### src/rtl/esas_sqrt_if.sv
// ---------------------------------------------------------------------------
// esas_sqrt_if
// Stream bundle for the ESAS square-root pipeline: an operand channel
// (valid/ready plus operand and compensation enable) and a result channel
// (valid/ready plus result and zero flag).
//
// Signals
//   in_valid    operand present (source -> pipe)
//   in_ready    pipe can accept an operand this cycle (pipe -> source)
//   in_data     unsigned operand, IN_W bits
//   in_comp_en  apply odd-exponent compensation to this operand
//   out_valid   result present (pipe -> consumer)
//   out_ready   consumer accepts the result this cycle (consumer -> pipe)
//   out_data    approximate square root, OUT_W bits
//   out_zero    operand was zero
//
// Modports
//   master  the testbench / surrounding logic driving operands and
//           consuming results
//   slave   the square-root pipeline itself
// ---------------------------------------------------------------------------
interface esas_sqrt_if #(
  parameter int IN_W  = 32,
  parameter int OUT_W = IN_W / 2
);

  logic             in_valid;
  logic             in_ready;
  logic [IN_W-1:0]  in_data;
  logic             in_comp_en;
  logic             out_valid;
  logic             out_ready;
  logic [OUT_W-1:0] out_data;
  logic             out_zero;

  modport master (
    output in_valid,
    output in_data,
    output in_comp_en,
    output out_ready,
    input  in_ready,
    input  out_valid,
    input  out_data,
    input  out_zero
  );

  modport slave (
    input  in_valid,
    input  in_data,
    input  in_comp_en,
    input  out_ready,
    output in_ready,
    output out_valid,
    output out_data,
    output out_zero
  );

endinterface

### src/rtl/esas_sqrt_pipe.sv
// ---------------------------------------------------------------------------
// esas_sqrt_pipe
// Four-stage pipelined integer square-root approximator (ESAS method).
// Each accepted operand is normalised to a leading-one position k and an
// MW-bit fraction f, the fraction gets a log-linear correction, the
// exponent is halved and the mantissa re-biased to 1 + f'/2, odd exponents
// optionally get a sqrt(2) factor (1 + 1/4 + 1/8 + 1/32), and finally the
// mantissa is shifted back into integer position and saturated to OUT_W.
// One operand per clock, four cycles from accept to out_valid; a stalled
// consumer freezes the whole pipe.
//
// Parameters
//   IN_W   operand width, even, 4..64
//   OUT_W  result width (IN_W/2)
//   MW     mantissa fraction width
//   LN_K   correction subtracted from f when its MSB is set
//
// Ports
//   clk    rising-edge clock
//   rst_n  asynchronous active-low reset; clears every stage
//   bus    esas_sqrt_if slave: operand channel in, result channel out
// ---------------------------------------------------------------------------
module esas_sqrt_pipe #(
  parameter int            IN_W  = 32,
  parameter int            OUT_W = IN_W / 2,
  parameter int            MW    = 16,
  parameter logic [MW-1:0] LN_K  = 16'h2BF4
) (
  input  logic       clk,
  input  logic       rst_n,
  esas_sqrt_if.slave bus
);

  // Width of the leading-one index k (0..IN_W-1).
  localparam int KW = $clog2(IN_W);
  // Mantissa after optional compensation; the sqrt(2) factor stays below 2.
  localparam int CW = MW + 1;
  // Shifted result before saturation; the left shift never exceeds IN_W/2.
  localparam int RW = CW + IN_W / 2;
  // Shift-count arithmetic width, with headroom so IN_W=64 cannot wrap.
  localparam int SW = $clog2(RW) + 2;

  if ((IN_W % 2) != 0 || IN_W < 4 || IN_W > 64) begin : g_bad_in_w
    $error("esas_sqrt_pipe: IN_W must be even and in the range 4..64");
  end

  // -------------------------------------------------------------------------
  // Flow control: every stage moves together; the pipe only holds when a
  // result is sitting at the output and the consumer refuses it.
  // -------------------------------------------------------------------------
  logic adv;
  logic out_valid_q;

  assign adv          = !out_valid_q || bus.out_ready;
  assign bus.in_ready = adv;

  // -------------------------------------------------------------------------
  // Stage 1 combinational: leading-one detection and fraction extraction.
  // -------------------------------------------------------------------------
  logic [KW-1:0] msb_idx;
  logic [KW-1:0] norm_sh;
  logic [MW-1:0] frac_in;
  logic          zero_in;

  always_comb begin
    msb_idx = '0;
    for (int i = 0; i < IN_W; i++) begin
      if (bus.in_data[i]) begin
        msb_idx = KW'(i);
      end
    end
  end

  // Shift the leading one up to the top of an (IN_W+MW)-bit field padded
  // with zeros, then bring it down to bit MW so the MW bits just below it
  // land in the fraction; the cast drops the leading one itself.
  assign norm_sh = KW'(IN_W - 1) - msb_idx;
  assign frac_in = MW'(({bus.in_data, {MW{1'b0}}} << norm_sh) >> (IN_W - 1));
  assign zero_in = (bus.in_data == '0);

  logic          v1;
  logic          z1;
  logic          cmp1;
  logic [KW-1:0] k1;
  logic [MW-1:0] f1;

  // Stage 1 register: capture k, f and the zero flag; a zero operand
  // forces k and f to zero so later stages see a clean value.
  always_ff @(posedge clk or negedge rst_n) begin
    if (!rst_n) begin
      v1   <= 1'b0;
      z1   <= 1'b0;
      cmp1 <= 1'b0;
      k1   <= '0;
      f1   <= '0;
    end else if (adv) begin
      v1   <= bus.in_valid;
      z1   <= zero_in;
      cmp1 <= bus.in_comp_en;
      k1   <= zero_in ? '0 : msb_idx;
      f1   <= zero_in ? '0 : frac_in;
    end
  end

  // -------------------------------------------------------------------------
  // Stage 2: log-linear correction of the upper half of the fraction range.
  // -------------------------------------------------------------------------
  logic [MW-1:0] f_corr;

  assign f_corr = f1[MW-1] ? (f1 - LN_K) : f1;

  logic          v2;
  logic          z2;
  logic          cmp2;
  logic [KW-1:0] k2;
  logic [MW-1:0] f2;

  // Stage 2 register: corrected fraction travels with k and the flags.
  always_ff @(posedge clk or negedge rst_n) begin
    if (!rst_n) begin
      v2   <= 1'b0;
      z2   <= 1'b0;
      cmp2 <= 1'b0;
      k2   <= '0;
      f2   <= '0;
    end else if (adv) begin
      v2   <= v1;
      z2   <= z1;
      cmp2 <= cmp1;
      k2   <= k1;
      f2   <= f_corr;
    end
  end

  // -------------------------------------------------------------------------
  // Stage 3: halve the exponent and re-bias the mantissa to 1 + f'/2 in
  // Q1.(MW-1); the low exponent bit records whether sqrt(2) is missing.
  // -------------------------------------------------------------------------
  logic          v3;
  logic          z3;
  logic          cmp3;
  logic          odd3;
  logic [KW-1:0] e3;
  logic [MW-1:0] m3;

  // Stage 3 register: mantissa, halved exponent and odd flag.
  always_ff @(posedge clk or negedge rst_n) begin
    if (!rst_n) begin
      v3   <= 1'b0;
      z3   <= 1'b0;
      cmp3 <= 1'b0;
      odd3 <= 1'b0;
      e3   <= '0;
      m3   <= '0;
    end else if (adv) begin
      v3   <= v2;
      z3   <= z2;
      cmp3 <= cmp2;
      odd3 <= k2[0];
      e3   <= k2 >> 1;
      m3   <= MW'({1'b1, f2} >> 1);
    end
  end

  // -------------------------------------------------------------------------
  // Stage 4 combinational: sqrt(2) compensation, denormalise, saturate.
  // -------------------------------------------------------------------------
  logic [CW-1:0]    m_ext;
  logic [CW-1:0]    comp_val;
  logic [SW-1:0]    e_ext;
  logic [SW-1:0]    mw_top;
  logic [RW-1:0]    c_wide;
  logic [RW-1:0]    r_wide;
  logic             sat;
  logic [OUT_W-1:0] res;

  always_comb begin
    m_ext    = {1'b0, m3};
    comp_val = (odd3 && cmp3)
               ? (m_ext + (m_ext >> 2) + (m_ext >> 3) + (m_ext >> 5))
               : m_ext;
    e_ext    = SW'(e3);
    mw_top   = SW'(MW - 1);
    c_wide   = RW'(comp_val);
    // The mantissa carries MW-1 fractional bits, so an exponent of MW-1
    // means no shift; below that the fraction is truncated away, above it
    // the value is scaled up.
    if (e_ext <= mw_top) begin
      r_wide = c_wide >> (mw_top - e_ext);
    end else begin
      r_wide = c_wide << (e_ext - mw_top);
    end
    sat = |r_wide[RW-1:OUT_W];
    if (z3) begin
      res = '0;
    end else if (sat) begin
      res = '1;
    end else begin
      res = r_wide[OUT_W-1:0];
    end
  end

  logic [OUT_W-1:0] out_data_q;
  logic             out_zero_q;

  // Output register: only loads on advance, so a stalled result stays put.
  always_ff @(posedge clk or negedge rst_n) begin
    if (!rst_n) begin
      out_valid_q <= 1'b0;
      out_data_q  <= '0;
      out_zero_q  <= 1'b0;
    end else if (adv) begin
      out_valid_q <= v3;
      out_data_q  <= res;
      out_zero_q  <= z3;
    end
  end

  assign bus.out_valid = out_valid_q;
  assign bus.out_data  = out_data_q;
  assign bus.out_zero  = out_zero_q;

endmodule

### src/flat_wrapper.sv
// flat-port wrapper written by rule: the top's interface ports become plain ports
module esas_sqrt_pipe_flat 
#(
  parameter int            IN_W  = 32,
  parameter int            OUT_W = IN_W / 2,
  parameter int            MW    = 16,
  parameter logic [MW-1:0] LN_K  = 16'h2BF4
)
  (clk, rst_n, bus_in_valid, bus_in_data, bus_in_comp_en, bus_out_ready, bus_in_ready, bus_out_valid, bus_out_data, bus_out_zero);
  esas_sqrt_if #(.IN_W(IN_W), .OUT_W(OUT_W)) bus_i ();
  input  logic clk;
  input  logic rst_n;
  input wire logic [$bits(bus_i.in_valid)-1:0] bus_in_valid;
  input wire logic [$bits(bus_i.in_data)-1:0] bus_in_data;
  input wire logic [$bits(bus_i.in_comp_en)-1:0] bus_in_comp_en;
  input wire logic [$bits(bus_i.out_ready)-1:0] bus_out_ready;
  output wire logic [$bits(bus_i.in_ready)-1:0] bus_in_ready;
  output wire logic [$bits(bus_i.out_valid)-1:0] bus_out_valid;
  output wire logic [$bits(bus_i.out_data)-1:0] bus_out_data;
  output wire logic [$bits(bus_i.out_zero)-1:0] bus_out_zero;
  assign bus_i.in_valid = bus_in_valid;
  assign bus_i.in_data = bus_in_data;
  assign bus_i.in_comp_en = bus_in_comp_en;
  assign bus_i.out_ready = bus_out_ready;
  assign bus_in_ready = bus_i.in_ready;
  assign bus_out_valid = bus_i.out_valid;
  assign bus_out_data = bus_i.out_data;
  assign bus_out_zero = bus_i.out_zero;
  esas_sqrt_pipe #(.IN_W(IN_W), .OUT_W(OUT_W), .MW(MW), .LN_K(LN_K)) u_core (.clk(clk), .rst_n(rst_n), .bus(bus_i));
endmodule
### config.mk
export PLATFORM = sky130hd
export DESIGN_NAME = esas_sqrt_pipe_flat
export DESIGN_NICKNAME = d
export VERILOG_FILES = /design/src/rtl/esas_sqrt_if.sv /design/src/rtl/esas_sqrt_pipe.sv /design/src/flat_wrapper.sv
export SDC_FILE = /design/constraint.sdc
export NUM_CORES = 1
export LEC_CHECK = 0
export CAP_MARGIN = 10
export CELL_PAD_IN_SITES_DETAIL_PLACEMENT = 1
export CELL_PAD_IN_SITES_GLOBAL_PLACEMENT = 1
export CORE_MARGIN = 1.5
export CORE_UTILIZATION = 47
export CTS_CLUSTER_SIZE = 24
export DETAILED_ROUTE_END_ITERATION = 10
export PLACE_DENSITY_LB_ADDON = 0.1
export SYNTH_ARGS = -nofsm -noshare
export SYNTH_HDL_FRONTEND = slang
export SYNTH_SLANG_ARGS = --single-unit
### constraint.sdc
create_clock -name clk -period 8.6 [get_ports clk]
set_input_delay 2.15 -clock clk [delete_from_list [all_inputs] [get_ports clk]]
set_output_delay 2.15 -clock clk [all_outputs]
set_load 0.01 [all_outputs]
======== Yosys cells after proc, flatten, opt, wreduce, memory -nomap -nowiden ========
Cells that the tools add are included.
word-level totals
  logic and storage cells ................. 73
  bits in registers ....................... 90
  input bits .............................. 37
operators by class
  magnitude comparators ................... 1
  mux-type cells .......................... 38
  shift-type cells ........................ 3
  reductions and logical operators ........ 5
  $add $sub $neg .......................... 7
operators with widths
  kind                                                                    count
  5-bit two-way mux                                                       31
  16-bit two-way mux                                                      4
  48-bit by 5-bit << shifter with 47-bit output                           1
  33-bit two-way mux                                                      1
  17-bit by 8-bit << shifter with 33-bit output                           1
  17-bit by 8-bit >> shifter with 33-bit output                           1
  32-bit logical NOT                                                      1
  16-bit by 14-bit adder with 17-bit output                               1
  17-bit by 11-bit adder with 17-bit output                               1
  17-bit by 13-bit adder with 17-bit output                               1
  17-bit two-way mux                                                      1
  17-bit OR reduction                                                     1
  16-bit by 14-bit subtractor with 16-bit output (second input constant)  1
  4-bit by 4-bit subtractor with 5-bit output (first input constant)      1
  4-bit by 4-bit subtractor with 5-bit output (second input constant)     1
  5-bit subtractor (first input constant)                                 1
  4-bit <= comparator (second input constant)                             1
  1-bit logical AND                                                       1
  1-bit logical NOT                                                       1
  1-bit logical OR                                                        1
  1-bit two-way mux                                                       1

======== Depth between registers and ports, before layout ========
Gate-level depths: netlist (run 1).
  depth after elaboration ................. 34
  mapped depth ............................ 14

======== Worst setup path after synthesis (run 1) ========
OpenSTA, ideal clock, no wires.
  kind .................................... input-to-output
  start point ............................. input port bus_out_ready
  end point ............................... output port bus_in_ready
  arrival time ............................ 2,742 ps
  stages .................................. 4
  buffers on the path ..................... 2
  path slack .............................. 3,708 ps
  data required time ...................... 6,450 ps
  cells stage by stage .................... nor2b_1 -> clkbuf_1 -> inv_2 -> clkbuf_1
on the way
  cells in the longest elaborated chain, start to end .. 1
ends and longest elaborated chain
  what              line                  RTL
  from (decl)       flat_wrapper.sv:16    input wire logic [$bits(bus_i.out_ready)-1:0] bus_out_ready;
  1-bit logical OR  esas_sqrt_pipe.sv:54  assign adv = !out_valid_q || bus.out_ready;
  to (decl)         flat_wrapper.sv:17    output wire logic [$bits(bus_i.in_ready)-1:0] bus_in_ready;
Every way passes these cells.

======== Final worst setup path (run 1) ========
Ends and elaborated chain as after synthesis.

==> results of run 1 <==
final timing paths:
path / start / to / slack (ns) / depth (start not counted)
worst max-delay path: bus_out_ready / bus_in_ready / 3.06 / 4
min in group asynchronous: rst_n / u_core.m3[4]$_DFFE_PN0P_ / 1.72 / 1
worst min register to register: u_core.v3$_DFFE_PN0P_ / u_core.v3$_DFFE_PN0P_ / 0.47 / 2
max in group asynchronous: rst_n / u_core.bus.out_data[3]$_DFFE_PN0P_ / 5.74 / 2
worst min-delay path: u_core.v3$_DFFE_PN0P_ / u_core.v3$_DFFE_PN0P_ / 0.47 / 2
worst max register to register: u_core.m3[3]$_DFFE_PN0P_ / u_core.bus.out_data[4]$_DFFE_PN0P_ / 3.81 / 14
Yosys cell counts (all sizes together), types with 9 or more instances:
cell | instances | area share
nand2 | 199 | 0.099
dfrtp | 88 | 0.29
o21ai | 74 | 0.049
mux2i | 66 | 0.088
nor2 | 62 | 0.031
a21oi | 41 | 0.028
clkbuf | 30 | 0.015
fa | 24 | 0.064
buf | 22 | 0.015
ha | 22 | 0.037
inv | 20 | 0.010
nor3 | 17 | 0.012
mux2 | 14 | 0.021
nand3 | 12 | 0.0080
o211ai | 12 | 0.012
o31ai | 12 | 0.013
a31oi | 11 | 0.010
and3 | 11 | 0.0091
nor4 | 11 | 0.011
xor2 | 10 | 0.012
o21a | 9 | 0.0090
placed cells by master (no fill, tap or decap), types with 8 or more instances in the layout:
| master | n |
|---|---|
| a21oi_1 | 40 |
| a31oi_1 | 10 |
| and3_1 | 11 |
| buf_4 | 8 |
| clkbuf_16 | 9 |
| clkdlybuf4s50_1 | 54 |
| dfrtp_1 | 88 |
| fa_1 | 24 |
| ha_1 | 22 |
| inv_1 | 19 |
| mux2_2 | 14 |
| mux2i_1 | 66 |
| nand2_1 | 199 |
| nand2b_1 | 8 |
| nand3_1 | 12 |
| nor2_1 | 62 |
| nor3_1 | 16 |
| nor4_1 | 10 |
| o211ai_1 | 12 |
| o21a_1 | 9 |
| o21ai_0 | 70 |
| o31ai_1 | 10 |
| xnor2_1 | 8 |
| xor2_1 | 10 |
flip-flops by register name, summed over array words and instances (netlist names), 4 cells and up:
signal and count:
u_core.k2 5, u_core.m3 16, u_core.e3 4, u_core.f2 15
u_core.k1 5, u_core.bus.out_data 16, u_core.f1 15
critical path, cell delays in order:
cell and delay (ns):
clkdlybuf4s50_1 0.45, nor2b_4 0.24, inv_2 0.07, clkdlybuf4s50_1 0.48
stage by stage:
step           setup slack (ns)  area (sq um)  hold slack (ns)
2_1_floorplan             3.708          7536           0.4300
3_3_place_gp              2.994          8197           0.4439
3_5_place_dp              2.853          8197           0.4530
4_1_cts                   3.074          8488           0.4686
5_1_grt                   2.967          8488           0.4911
6_report                  3.063          8488           0.4653
per-layer routing:
layer,up-vias,global-route usage,share of wire
met5,-,0,0
met4,0,0.07778,0.016
met3,34,0.03922,0.040
met2,168,0.4793,0.47
met1,3531,0.3946,0.47
li1,3309,-,-
kinds of logic (layout without fill, tap and decap cells):
logic type | after synthesis | count (layout)
AND/OR/NAND/NOR | 357 | 357
AO/OA/AOI/OAI | 238 | 238
flip-flops | 88 | 88
multiplexers | 84 | 84
buffers and inverters | 72 | 98
adder cells (fa/ha/maj) | 46 | 46
XOR/XNOR | 18 | 18
layout make-up:
class | count | area share
well taps | 216 | 0.03184
multi-input cells | 743 | 0.5948
repair buffers | 62 | 0.07075
flip-flops and latches | 88 | 0.2594
clock inverters | 5 | 0.004570
clock buffers | 11 | 0.02978
inverters | 20 | 0.008844
==> out/results.ini, run 1 <==
[grt]
grt_start_max_net_pins=75
grt_use_total=0.2883
antenna_found_initial=0
grt_first_pass_wirelength_microns=37920
grt_pass1_vias=7263
grt-ovfl-total=0

[routing]
drc=0
routed_via_density=6.150
vias=7042
drt-initial-drc-count=353
drtPass1Iterations=4
routed_wl_microns=23660
avgRoutedWirePerCell_microns=20.67
postRouteAntennaNets=0

[timing]
tns_ns=0
finalSetupViolCount=0
slew_headroom=0.2656
fin_crit_ns=5.537
slew_viol_final=0
grt_setup_unrepaired=no
fmax_mhz=180.6
worst_clock_skew_ns=0.01190
final_hold_viol_count=0
tightest_slew_ns=1.093
fin_crit_sh=0.6438

[synthesis]
netlist-cell-type-count=75
syn_area_sq_um=7536
synth.avg_cell_area_sq_um=8.345
synth-edff-count=0
synth_top_family_by_area=compound AO/OA/AOI/OAI gates
post_synth_mux_area_share=0.1205
ys.flop_type=dfrtp_1
synthXorXnorAreaFrac=0.02092
synth_seq_cells=88
async_flop_share=1.000
synthCells=903
synth_nets=986
synth_compound_area_frac=0.2138
synthAdderAreaFrac=0.1003
synth_simple_gate_area_frac=0.2122
yosysSeqAreaShare=0.2922
yosysWarningCount=0

[final_layout]
instances_no_fill=1145
num-fill-cells=1915
ff_latch_area_sq_um=2202
fin_util=0.5382
final_nets=1007
area_delta_synth_final_pct=12.63
drive_above_1_share=0.06243
multi_input_area_sq_um=5049
diodes=0

[floorplan]
dieHeight_microns=129.6
die_x_microns=129.6
initial_core_util=0.4779
core_sq_um=15770
top_level_ports=56
rows=46
dieArea_sq_um=16800

[place]
dp_hpwl_microns=17810
dpl.cell_count=1129
port_buffers=55
gp_congestion=0.9546

[clocking]
cts_setup_buffers=0
htreeDepth=3
cts-resized-gates=0
cts_tree=done
clock_latency_ns=0.35
cts_num_sinks=88
clk_path_buf_depth=2
path_clk_slew_ns=0.07
numCtsBuffers=9
holdBufCountCts=0
root_buffer=clkbuf_16

[worst_setup_path]
path_max_fanout=2
path_class=in2out
cp.required_ns=6.45
worst-endpoint-arrival_ns=3.39
end_kind=output pin
critPathLaunchType=primary input

[hold_path]
hold_class=reg2reg

[status]
status=finished, final reports clean

[run]
maxCapViolCount=0

Power of run 1 is not shown: default switching activity piles up to over one toggle a cycle in this logic, so the estimate is an artifact.
==> run 2: changes to the inputs <==
CORE_UTILIZATION = 41   (was 47)
clock period = 4.8 ns   (was 8.6 ns; I/O delays follow)
==> run 2 against run 1 <==
  * Core utilization fell by 5.9 points
  * Worst setup slack got worse by 2.9 ns
  * Non-clock buffer count rose by 13
  * Global-route usage down 4.0 points
  * Flip-flop and latch count unchanged
==> out/results.ini, run 2 (synthesis results as in run 1) <==
[clocking]
numCtsBuffers=9  ; unchanged
htreeDepth=3  ; unchanged
root_buffer=clkbuf_16
clock_latency_ns=0.35  ; about the same
cts_tree=done
clk_path_buf_depth=2  ; unchanged
cts_num_sinks=88  ; unchanged
holdBufCountCts=0  ; unchanged
path_clk_slew_ns=0.07  ; about the same

[worst_setup_path]
r2r_slack_ns=0.18  ; -3.63 ns
worst-path-stages=14  ; +10
critPathLaunchType=register
worst-endpoint-arrival_ns=4.89  ; +1.50 ns
cp_cell_sequence=fa_1 -> fa_1 -> ha_1 -> inv_1 -> fa_1 -> nor2b_4 -> o2111a_2 -> nor4_4 -> or4_1 -> a31oi_2 -> nand2_1 -> o211a_1 -> or4b_1 -> a31oi_1
cp_top_family=adder cells
crit_path_frequent_cell=fa_1
r2r_end=u_core.bus.out_data[4]$_DFFE_PN0P_
max_stage_delay_ns=0.57  ; +0.09 ns
crit_start=u_core.m3[3]$_DFFE_PN0P_
r2r-start=u_core.m3[3]$_DFFE_PN0P_
slowest_stage=fa_1
crit_buf_inv=1  ; -2
crit_end=u_core.bus.out_data[4]$_DFFE_PN0P_
path_max_fanout=5  ; +3
end_kind=register
path_class=reg2reg
worstRegToRegCells=14  ; unchanged
cp.required_ns=5.07  ; -1.38 ns

[floorplan]
dieArea_sq_um=19200  ; +14%
die_x_microns=138.6  ; +6.9%
top_level_ports=56  ; unchanged
dieHeight_microns=138.6  ; +6.9%
core_sq_um=17960  ; +14%
initial_core_util=0.4195  ; -0.05835
rows=49  ; +6.5%

[routing]
avgRoutedWirePerCell_microns=20.02  ; -3.1%
routed_wl_microns=23450  ; -0.91%
drc=0  ; unchanged
routed_via_density=6.011  ; -2.3%
drt-initial-drc-count=362  ; +2.5%
postRouteAntennaNets=0  ; unchanged
drtPass1Iterations=5  ; +1
vias=7039  ; -0.043%

[final_layout]
instances_no_fill=1171  ; +2.3%
final_common_cell=nand2_1
drive_above_1_share=0.07643  ; +0.01400
multi_input_area_sq_um=5049  ; unchanged
area_delta_synth_final_pct=14.34
ff_latch_area_sq_um=2205  ; +0.11%
num-fill-cells=2134  ; +11%
diodes=0  ; unchanged
stdcell_area_sq_um=8617  ; +1.5%
final_nets=1020  ; +1.3%
layout_common_cells=nand2_1, dfrtp_1, o21ai_0

[place]
gp_congestion=0.9264  ; -3.0%
port_buffers=55  ; unchanged
dpl.cell_count=1154  ; +2.2%
placed_cell_area_sq_um=8303  ; +1.3%
dp_hpwl_microns=18130  ; +1.8%
post-place-ws_ns=0.1689  ; -2.684 ns

[timing]
fin_crit_sh=0.9625
finalSetupViolCount=0  ; unchanged
slew_viol_final=0  ; unchanged
fmax_mhz=216.4
fin_crit_ns=4.620
finalWorstSetupSlack_ns=0.1798  ; -2.883 ns
tns_ns=0  ; unchanged
grt_setup_unrepaired=no
slew_headroom=0.3121  ; +0.04645
worst_clock_skew_ns=0.006264  ; -0.005635 ns
tightest_slew_ns=1.029  ; -0.06376 ns
final_hold_viol_count=0  ; unchanged

[grt]
antenna_found_initial=0  ; unchanged
grt_first_pass_wirelength_microns=38730  ; +2.1%
grt_use_total=0.2486  ; -0.03978
grt-ovfl-total=0  ; unchanged
grt_start_max_net_pins=74  ; -1.3%
grt_pass1_vias=7275  ; +0.17%

[status]
status=finished, final reports clean

[hold_path]
hold_class=reg2reg

[run]
maxCapViolCount=0  ; unchanged

==> run 2: cell count changes in the layout (fill, tap and decap cells not counted), sizes merged <==
cell / delta
buf: +13
clkinv: -1
bufinv: +1
clkbuf: -1
inv: +1
==> run 2: final cells by class <==
type	instances	area share
well taps	229	0.03325
repair buffers	75	0.08102
clock buffers	10	0.02657
clock inverters	6	0.008712
multi-input cells	743	0.5859
inverters	20	0.008712
flip-flops and latches	88	0.2558
==> run 2: through the flow <==
step	utilization	hold WS [ns]
3_3_place_gp	0.4622	0.4500
6_report	0.4797	0.4665
5_1_grt	0.4797	0.4963
3_5_place_dp	0.4622	0.4578
2_1_floorplan	-	0.4300
4_1_cts	0.4791	0.4759
==> run 2: tightest hold or removal path, stage by stage (launching register included) <==
cell     delay, ns
dfrtp_1       0.34
nand2_1       0.05
nand2_1       0.05
==> run 2: worst min path at each step <==
| stage | start | end | slack, ns | cells after the start |
|---|---|---|---|---|
| CTS | u_core.cmp2$_DFFE_PN0P_ | u_core.cmp2$_DFFE_PN0P_ | 0.48 | 2 |
| floorplan | u_core.v3$_DFFE_PN0P_ | u_core.v3$_DFFE_PN0P_ | 0.43 | 2 |
| global placement | u_core.v3$_DFFE_PN0P_ | u_core.v3$_DFFE_PN0P_ | 0.45 | 2 |
| detailed placement | u_core.cmp2$_DFFE_PN0P_ | u_core.cmp2$_DFFE_PN0P_ | 0.46 | 2 |
| global route | u_core.cmp2$_DFFE_PN0P_ | u_core.cmp2$_DFFE_PN0P_ | 0.50 | 2 |
| finish | u_core.v1$_DFFE_PN0P_ | u_core.v1$_DFFE_PN0P_ | 0.47 | 2 |
==> run 2: timing repair <==
item / CTS / global route
endpoints found under the setup margin: 0 / 7
setup buffers: 0 / 1
gates resized for setup: 0 / 3
==> run 2: per-layer routing <==
metal / GRT usage / part of all wire / up-vias
met5: 0 / 0 / -
met3: 0.02555 / 0.031 / 37
met2: 0.3983 / 0.46 / 155
met4: 0.06704 / 0.018 / 0
li1: - / - / 3356
met1: 0.3591 / 0.49 / 3491
Power of run 2 is left out for the same reason.
